`config.mk`:
```
export PLATFORM = sky130hd
export DESIGN_NAME = dual_hbridge_pwm_driver
export DESIGN_NICKNAME = d
export VERILOG_FILES = /design/src/rtl/dual_hbridge_pwm_driver_pkg.sv /design/src/rtl/dual_hbridge_pwm_driver_hbridge_channel.sv /design/src/rtl/dual_hbridge_pwm_driver.sv
export SDC_FILE = /design/constraint.sdc
export NUM_CORES = 1
export LEC_CHECK = 0
export BUFFER_PORTS_ARGS = -buffer_cell sky130_fd_sc_hd__buf_2
export CELL_PAD_IN_SITES_DETAIL_PLACEMENT = 0
export CELL_PAD_IN_SITES_GLOBAL_PLACEMENT = 1
export CORE_MARGIN = 8
export CORE_UTILIZATION = 46
export DETAILED_ROUTE_END_ITERATION = 16
export GPL_ROUTABILITY_DRIVEN = 0
export GPL_TIMING_DRIVEN = 0
export PLACE_DENSITY = 0.83
export SLEW_MARGIN = 15
export SYNTH_ARGS = -nofsm -noshare
export SYNTH_HDL_FRONTEND = slang
export SYNTH_SLANG_ARGS = --single-unit
```
`constraint.sdc`:
```
create_clock -name clk -period 3.9 [get_ports clk]
set_input_delay 0.78 -clock clk [delete_from_list [all_inputs] [get_ports clk]]
set_output_delay 0.78 -clock clk [all_outputs]
set_load 0.02 [all_outputs]
```
`src/rtl/dual_hbridge_pwm_driver_pkg.sv`:
```
// Shared encodings and default timing for the dual H-bridge PWM driver:
// duty-select codes, the per-channel state encoding and the duty threshold
// helper used by each channel's PWM compare.
package dual_hbridge_pwm_driver_pkg;

  // 25 kHz PWM from a 100 MHz clock, four whole periods of coast on reversal
  localparam int DEF_PWM_PERIOD   = 4000;
  localparam int DEF_DEAD_PERIODS = 4;

  typedef enum logic [1:0] {
    DUTY_25  = 2'b00,
    DUTY_50  = 2'b01,
    DUTY_75  = 2'b10,
    DUTY_100 = 2'b11
  } duty_t;

  typedef enum logic [1:0] {
    STOP = 2'b00,
    FWD  = 2'b01,
    BWD  = 2'b10,
    DEAD = 2'b11
  } chan_state_t;

  // High-time threshold in clocks: PWM_PERIOD * (code + 1) / 4. The top code
  // equals the full period, so the compare never goes low and the output
  // stays solid across the wrap.
  function automatic int duty_threshold(input int period, input duty_t code);
    return (period * (int'(code) + 1)) / 4;
  endfunction

endpackage

```
`src/rtl/dual_hbridge_pwm_driver_hbridge_channel.sv`:
```
// hbridge_channel: one L298N-style motor channel. Direction/duty commands are
// sampled only on the period tick, so IN1/IN2 and the duty change only at a
// period boundary. A FWD<->BWD reversal passes through DEAD for DEAD_PERIODS
// whole periods with the bridge coasting. Outputs are registered and are
// computed for the cycle that follows each edge, so they line up exactly with
// the shared counter value of that cycle.
// Optional build macro: BRAKE_ON_STOP_EN (STOP drives IN1=IN2=PWM=1).
module hbridge_channel
  import dual_hbridge_pwm_driver_pkg::*;
#(
  parameter int PWM_PERIOD   = DEF_PWM_PERIOD,
  parameter int DEAD_PERIODS = DEF_DEAD_PERIODS,
  parameter int CNT_W        = $clog2(PWM_PERIOD)
) (
  input  logic             clk,
  input  logic             rst,
  input  logic             enable,
  input  logic             period_tick,
  input  logic [CNT_W-1:0] cnt,
  input  logic             fwd,
  input  logic             bwd,
  input  logic [1:0]       duty_sel,
  output logic             pwm,
  output logic             in1,
  output logic             in2,
  output logic             illegal
);

  localparam int DEAD_W = $clog2(DEAD_PERIODS + 1);
  localparam logic [DEAD_W-1:0] DEAD_LAST = DEAD_W'(DEAD_PERIODS - 1);

  chan_state_t       state, state_n;
  duty_t             duty_q, duty_n;
  logic [DEAD_W-1:0] dead_cnt, dead_n;
  logic [CNT_W-1:0]  cnt_n;
  logic              req_fwd, req_bwd;
  logic              pwm_n, in1_n, in2_n;

  assign illegal = fwd & bwd;

  // Enable=0 and an illegal pair both reduce to "no request"
  assign req_fwd = enable & fwd & ~bwd;
  assign req_bwd = enable & bwd & ~fwd;

  // Next state, shadow duty and output decode for the cycle after this edge
  always_comb begin
    // NOTE: every variable written here gets a default first, so no path can
    // leave one unassigned and infer a latch.
    state_n = state;
    dead_n  = dead_cnt;
    duty_n  = duty_q;
    pwm_n   = 1'b0;
    in1_n   = 1'b0;
    in2_n   = 1'b0;
    cnt_n   = period_tick ? '0 : cnt + 1'b1;

    if (period_tick) begin
      duty_n = duty_t'(duty_sel);
      case (state)
        STOP: begin
          if (req_fwd)      state_n = FWD;
          else if (req_bwd) state_n = BWD;
        end
        FWD: begin
          if (req_bwd) begin
            state_n = DEAD;
            dead_n  = '0;
          end else if (!req_fwd) begin
            state_n = STOP;
          end
        end
        BWD: begin
          if (req_fwd) begin
            state_n = DEAD;
            dead_n  = '0;
          end else if (!req_bwd) begin
            state_n = STOP;
          end
        end
        DEAD: begin
          // The dead interval always runs its full length; the exit direction
          // is whatever is requested on the final tick.
          if (dead_cnt == DEAD_LAST) begin
            dead_n = '0;
            if (req_fwd)      state_n = FWD;
            else if (req_bwd) state_n = BWD;
            else              state_n = STOP;
          end else begin
            dead_n = dead_cnt + 1'b1;
          end
        end
        default: state_n = STOP;
      endcase
    end

    case (state_n)
      FWD: begin
        in1_n = 1'b1;
        pwm_n = int'(cnt_n) < duty_threshold(PWM_PERIOD, duty_n);
      end
      BWD: begin
        in2_n = 1'b1;
        pwm_n = int'(cnt_n) < duty_threshold(PWM_PERIOD, duty_n);
      end
`ifdef BRAKE_ON_STOP_EN
      STOP: begin
        in1_n = 1'b1;
        in2_n = 1'b1;
        pwm_n = 1'b1;
      end
`endif
      default: ;
    endcase
  end

  // Channel state, dead counter, shadow duty and registered bridge outputs
  always_ff @(posedge clk or posedge rst) begin
    if (rst) begin
      state    <= STOP;
      dead_cnt <= '0;
      duty_q   <= DUTY_25;
      pwm      <= 1'b0;
      in1      <= 1'b0;
      in2      <= 1'b0;
    end else begin
      // NOTE: non-blocking assignments so every register samples the values
      // from before this edge, independent of statement order.
      state    <= state_n;
      dead_cnt <= dead_n;
      duty_q   <= duty_n;
      pwm      <= pwm_n;
      in1      <= in1_n;
      in2      <= in2_n;
    end
  end

endmodule

```
`src/rtl/dual_hbridge_pwm_driver.sv`:
```
// dual_hbridge_pwm_driver: drives two L298N-style H-bridges (motors A and B)
// from per-wheel direction bits and 2-bit duty selects. Holds the shared PWM
// period counter, the period tick and the combined illegal-command Fault
// pulse; each motor is an independent hbridge_channel.
// Optional build macro: BRAKE_ON_STOP_EN (active brake in STOP).
module dual_hbridge_pwm_driver
  import dual_hbridge_pwm_driver_pkg::*;
#(
  parameter int PWM_PERIOD   = DEF_PWM_PERIOD,
  parameter int DEAD_PERIODS = DEF_DEAD_PERIODS
) (
  input  logic       clk,
  input  logic       rst,
  input  logic       Enable,
  input  logic       FWD_A,
  input  logic       BWD_A,
  input  logic       FWD_B,
  input  logic       BWD_B,
  input  logic [1:0] Duty_SelA,
  input  logic [1:0] Duty_SelB,
  output logic       PWM_A,
  output logic       PWM_B,
  output logic       IN1_A,
  output logic       IN2_A,
  output logic       IN1_B,
  output logic       IN2_B,
  output logic       Fault,
  output logic       Period_Tick
);

  localparam int CNT_W = $clog2(PWM_PERIOD);
  localparam logic [CNT_W-1:0] CNT_LAST = CNT_W'(PWM_PERIOD - 1);

  logic [CNT_W-1:0] cnt;
  logic             illegal_a, illegal_b;

  // Free-running period counter 0..PWM_PERIOD-1 shared by both channels
  always_ff @(posedge clk or posedge rst) begin
    if (rst)                cnt <= '0;
    else if (cnt == CNT_LAST) cnt <= '0;
    else                    cnt <= cnt + 1'b1;
  end

  assign Period_Tick = (cnt == CNT_LAST);

  // Illegal commands only matter when they are sampled, i.e. on the tick;
  // both channels illegal together still give a single pulse.
  assign Fault = Period_Tick & (illegal_a | illegal_b);

  hbridge_channel #(
    .PWM_PERIOD   (PWM_PERIOD),
    .DEAD_PERIODS (DEAD_PERIODS),
    .CNT_W        (CNT_W)
  ) u_chan_a (
    .clk         (clk),
    .rst         (rst),
    .enable      (Enable),
    .period_tick (Period_Tick),
    .cnt         (cnt),
    .fwd         (FWD_A),
    .bwd         (BWD_A),
    .duty_sel    (Duty_SelA),
    .pwm         (PWM_A),
    .in1         (IN1_A),
    .in2         (IN2_A),
    .illegal     (illegal_a)
  );

  hbridge_channel #(
    .PWM_PERIOD   (PWM_PERIOD),
    .DEAD_PERIODS (DEAD_PERIODS),
    .CNT_W        (CNT_W)
  ) u_chan_b (
    .clk         (clk),
    .rst         (rst),
    .enable      (Enable),
    .period_tick (Period_Tick),
    .cnt         (cnt),
    .fwd         (FWD_B),
    .bwd         (BWD_B),
    .duty_sel    (Duty_SelB),
    .pwm         (PWM_B),
    .in1         (IN1_B),
    .in2         (IN2_B),
    .illegal     (illegal_b)
  );

endmodule

```
==> qor.txt <==
Number of unique standard cell types used by synthesis -> 55
H-tree depth -> 2
Transition at the pin with the smallest max-transition slack -> 0.674 ns
Synthesized flop and latch total -> 32
Kind of capture point of the worst setup path -> flip-flop
Net Sw Power -> 0.146 mW
Sequential share of the synthesized area -> 36.2%
Via count of the first global-routing pass -> 1,609
Number of warnings issued by yosys -> 0
Number of fill cells in the layout -> 440
Netlist area before placement -> 2210 um2
Global routing usage summed across all routing layers -> 13.0%
Final #Nets -> 296
Port Buffers -> 18
Die height -> 85.3 um
Fin worst setup slack -> 0.357 ns
# IOs -> 19
Remaining global-route overflow -> 0
Hold-fix buffer count after cts -> 0
Clock tree from TritonCTS -> built
Outcome -> finished clean
Highest clock rate -> 0.282 GHz
Via count -> 1,653
Number of flops mapped to enable cells by yosys -> 0
RSZ-0062 raised after global routing -> no
HPWL reported at the end of detailed placement -> 3390 um
Final period util -> 90.8%
Violation count after the first detailed-routing iteration -> 49
Cell type group with the largest total delay on the critical path -> adder cells
Number of diodes added for antenna fixing -> 0
Clock latency at the later pin of the worst-skew pair -> 0.29 ns
Int Power -> 0.489 mW
Final count of pins violating max slew -> 0
# setup viols final -> 0
Nature of the critical path startpoint -> flip-flop
Share of total power in sequential cells -> 52.9%
Sum of negative setup slack -> 0 ns
Detail-routed via count per cell -> 5.33
Total wire length -> 4320 um
Number of antenna violations at the first check in global routing -> 0
Layout overhead on the synthesized area -> 13.8%
# DRC -> 0
Area of the multi-input gates -> 1310 um2
Worst path slowest cell -> sky130_fd_sc_hd__fa_1
PwrDens -> 252 nW/um2
Worst Path Buf+Inv -> 5
WL/cell -> 13.9 um
Type of the setup path with the least slack -> reg -> reg
Max Clock Skew -> 0.00800 ns
Relative slew slack -> 55.0%
Die Footprint -> 7280 um2
Maximum buffer depth of the clock tree -> 2
Crit path max fanout -> 10
Root buffer selected by CTS -> sky130_fd_sc_hd__clkbuf_8
Leakage power figure -> 1.29 nW
Total core area -> 4690 um2
Max-cap violation count -> 0
Proportion of layout cells with a drive suffix above 1 -> 19.9%
Register-to-register path setup slack -> 0.36 ns
Post-detailed-route count of antenna-violating nets -> 0
Final worst path period need -> 3.54 ns
Clock transition time at the flip-flop clock pins of the worst setup and hold paths -> 0.07 ns
Predominant post-synthesis flop cell -> sky130_fd_sc_hd__dfrtp_1
CTS Buf Count -> 5
Share of the core filled with cells -> 53.6%
Clock share of power -> 42.1%
Worst-case vdd ir drop -> 206 uV
Cell breakdown of the critical path -> nand4bb_2 -> nor2_4 -> nand2_4 -> inv_6 -> buf_6 -> buf_6 -> nand2_1 -> nand2_2 -> ha_1 -> inv_1 -> fa_1 -> inv_1 -> ha_1 -> o2111ai_1 -> a21boi_0 -> o2111ai_1 -> a21oi_1 -> o22ai_1
Switching share of total power -> 22.9%
Synthesized area per cell -> 9.65 um2
Fin. Hold Viols -> 0
Row count -> 25
Arrival time worst endpoint -> 3.71 ns
Combinational Power Share -> 5.0%
Reg area -> 803 um2
Number of iterations in the first detailed-routing pass -> 4
Maximum number of pins on one net before global-route repair -> 33
Tightest Hold Check Type -> reg -> reg
Clk sinks -> 32
Share of flip-flops with an asynchronous set or reset -> 100%
Gate count after technology mapping -> 229
Dpl ws -> -0.0942 ns
Delay of the slowest cell on the worst path -> 0.53 ns
Crit path required time -> 4.06 ns
Initial Util -> 47.1%
Wire length of the first global-routing pass -> 7420 um
Die Width -> 85.3 um
worst register-to-register path, stage by stage, from the launching register on:
cell and delay [ns]:
sky130_fd_sc_hd__dfrtp_2 0.45, sky130_fd_sc_hd__nand4bb_2 0.30, sky130_fd_sc_hd__nor2_4 0.15, sky130_fd_sc_hd__nand2_4 0.08
sky130_fd_sc_hd__inv_6 0.09, sky130_fd_sc_hd__buf_6 0.15, sky130_fd_sc_hd__buf_6 0.16, sky130_fd_sc_hd__nand2_1 0.09
sky130_fd_sc_hd__nand2_2 0.13, sky130_fd_sc_hd__ha_1 0.21, sky130_fd_sc_hd__inv_1 0.07, sky130_fd_sc_hd__fa_1 0.53
sky130_fd_sc_hd__inv_1 0.04, sky130_fd_sc_hd__ha_1 0.30, sky130_fd_sc_hd__o2111ai_1 0.11, sky130_fd_sc_hd__a21boi_0 0.20
sky130_fd_sc_hd__o2111ai_1 0.13, sky130_fd_sc_hd__a21oi_1 0.15, sky130_fd_sc_hd__o22ai_1 0.09
area by class of cell:
type / count / area share [%]
Multi-Input combinational cell: 162 / 51.9
Sequential cell: 32 / 31.9
Inverter: 33 / 5.12
Timing Repair Buffer: 18 / 3.58
Clock buffer: 7 / 3.43
Tap cell: 54 / 2.69
Buffer: 3 / 1.04
Clock inverter: 1 / 0.299
repair_timing:
action	CTS	global route
hold endpoints to repair	0	0
endpoints found under the setup margin	2	2
gates resized for setup	3	11
setup buffers	0	0
metrics by stage:
stage	total power [mW]	instances	hold slack (ns)	area, um2
after floorplan	0.360	230	0.453	2210
after global placement	0.374	302	0.468	2370
after detailed placement	0.374	302	0.480	2370
after CTS	0.642	310	0.495	2480
after global routing	0.666	310	0.516	2510
final	0.635	310	0.492	2510
placed cells by master (no fill, tap or decap), types with 5 or more instances in the layout:
cell                       instances
sky130_fd_sc_hd__ha_1             27
sky130_fd_sc_hd__nor2_1           20
sky130_fd_sc_hd__nand2_1          17
sky130_fd_sc_hd__clkbuf_8          6
sky130_fd_sc_hd__a21oi_1           5
sky130_fd_sc_hd__buf_2            18
sky130_fd_sc_hd__o21ai_0          10
sky130_fd_sc_hd__inv_1            31
sky130_fd_sc_hd__nand3_1           5
sky130_fd_sc_hd__dfrtp_1          30
sky130_fd_sc_hd__xor2_1            5
power groups by stage:
stage	Clock [mW]	Sequential (mW)	Combinational [mW]
after floorplan	0	0.344	0.0164
after global placement	0	0.342	0.0320
after detailed placement	0	0.342	0.0324
after CTS	0.273	0.336	0.0325
after global routing	0.293	0.336	0.0372
final	0.267	0.336	0.0320
registers in the layout, indices dropped and copies added, names as in the netlist:
register,cells
cnt,12
u_chan_a.dead_cnt,3
u_chan_a.duty_q,2
u_chan_a.in1,1
u_chan_a.in2,1
u_chan_a.pwm,1
u_chan_a.state,2
u_chan_b.dead_cnt,3
u_chan_b.duty_q,2
u_chan_b.in1,1
u_chan_b.in2,1
u_chan_b.pwm,1
u_chan_b.state,2
final timing paths:
| kind | startpoint | to | cells after the start |
|---|---|---|---|
| setup / recovery | cnt[5]$_DFF_PP0_ | u_chan_b.pwm$_DFF_PP0_ | 18 |
| hold / removal | u_chan_a.dead_cnt[2]$_DFFE_PP0P_ | u_chan_a.dead_cnt[2]$_DFFE_PP0P_ | 1 |
| setup reg to reg | cnt[5]$_DFF_PP0_ | u_chan_b.pwm$_DFF_PP0_ | 18 |
| hold reg to reg | u_chan_a.dead_cnt[2]$_DFFE_PP0P_ | u_chan_a.dead_cnt[2]$_DFFE_PP0P_ | 1 |
| max in group asynchronous | rst | cnt[0]$_DFF_PP0_ | 2 |
| min in group asynchronous | rst | cnt[4]$_DFF_PP0_ | 2 |
cells by family (layout without fill, tap and decap cells):
group / count (synthesis) / after routing / share of synthesized area, %
AO/OA/AOI/OAI: 50 / 50 / 16.5
XOR/XNOR: 8 / 8 / 3.17
other: 1 / 2 / 0.170
adder cells (fa/ha/maj): 30 / 30 / 17.7
flip-flops: 32 / 32 / 36.2
buffers and inverters: 36 / 62 / 6.74
AND/OR/NAND/NOR: 68 / 68 / 17.0
multiplexers: 4 / 4 / 2.49
routing by layer:
layer	vias to the layer above	global-route usage, %	wire, um
met5	-	0	0
met4	0	3.82	49
met2	23	19.9	1950
li1	845	-	-
met3	6	4.92	200
met1	779	16.4	2130
cells in the mapped netlist, drive strengths merged (2+ instances only):
library cell	n	share of area [%]
a2111oi	2	1.1
a211oi	3	1.0
a21boi	2	0.68
a21o	3	1.0
a21oi	6	1.4
a22o	2	0.79
a311o	3	1.4
a31oi	2	0.57
and2	2	0.57
buf	2	0.74
dfrtp	32	36
fa	2	1.8
ha	28	16
inv	33	5.8
mux2	2	1.0
mux2i	2	1.5
nand2	19	3.6
nand3	5	1.1
nand3b	3	1.0
nand4	5	2.1
nor2	21	3.9
nor3	2	0.45
o2111ai	4	1.6
o21a	4	1.4
o21ai	11	2.5
o31a	2	0.79
or2	2	0.57
xnor2	3	1.2
xor2	5	2.0
Power figures use the tool's default switching activity.
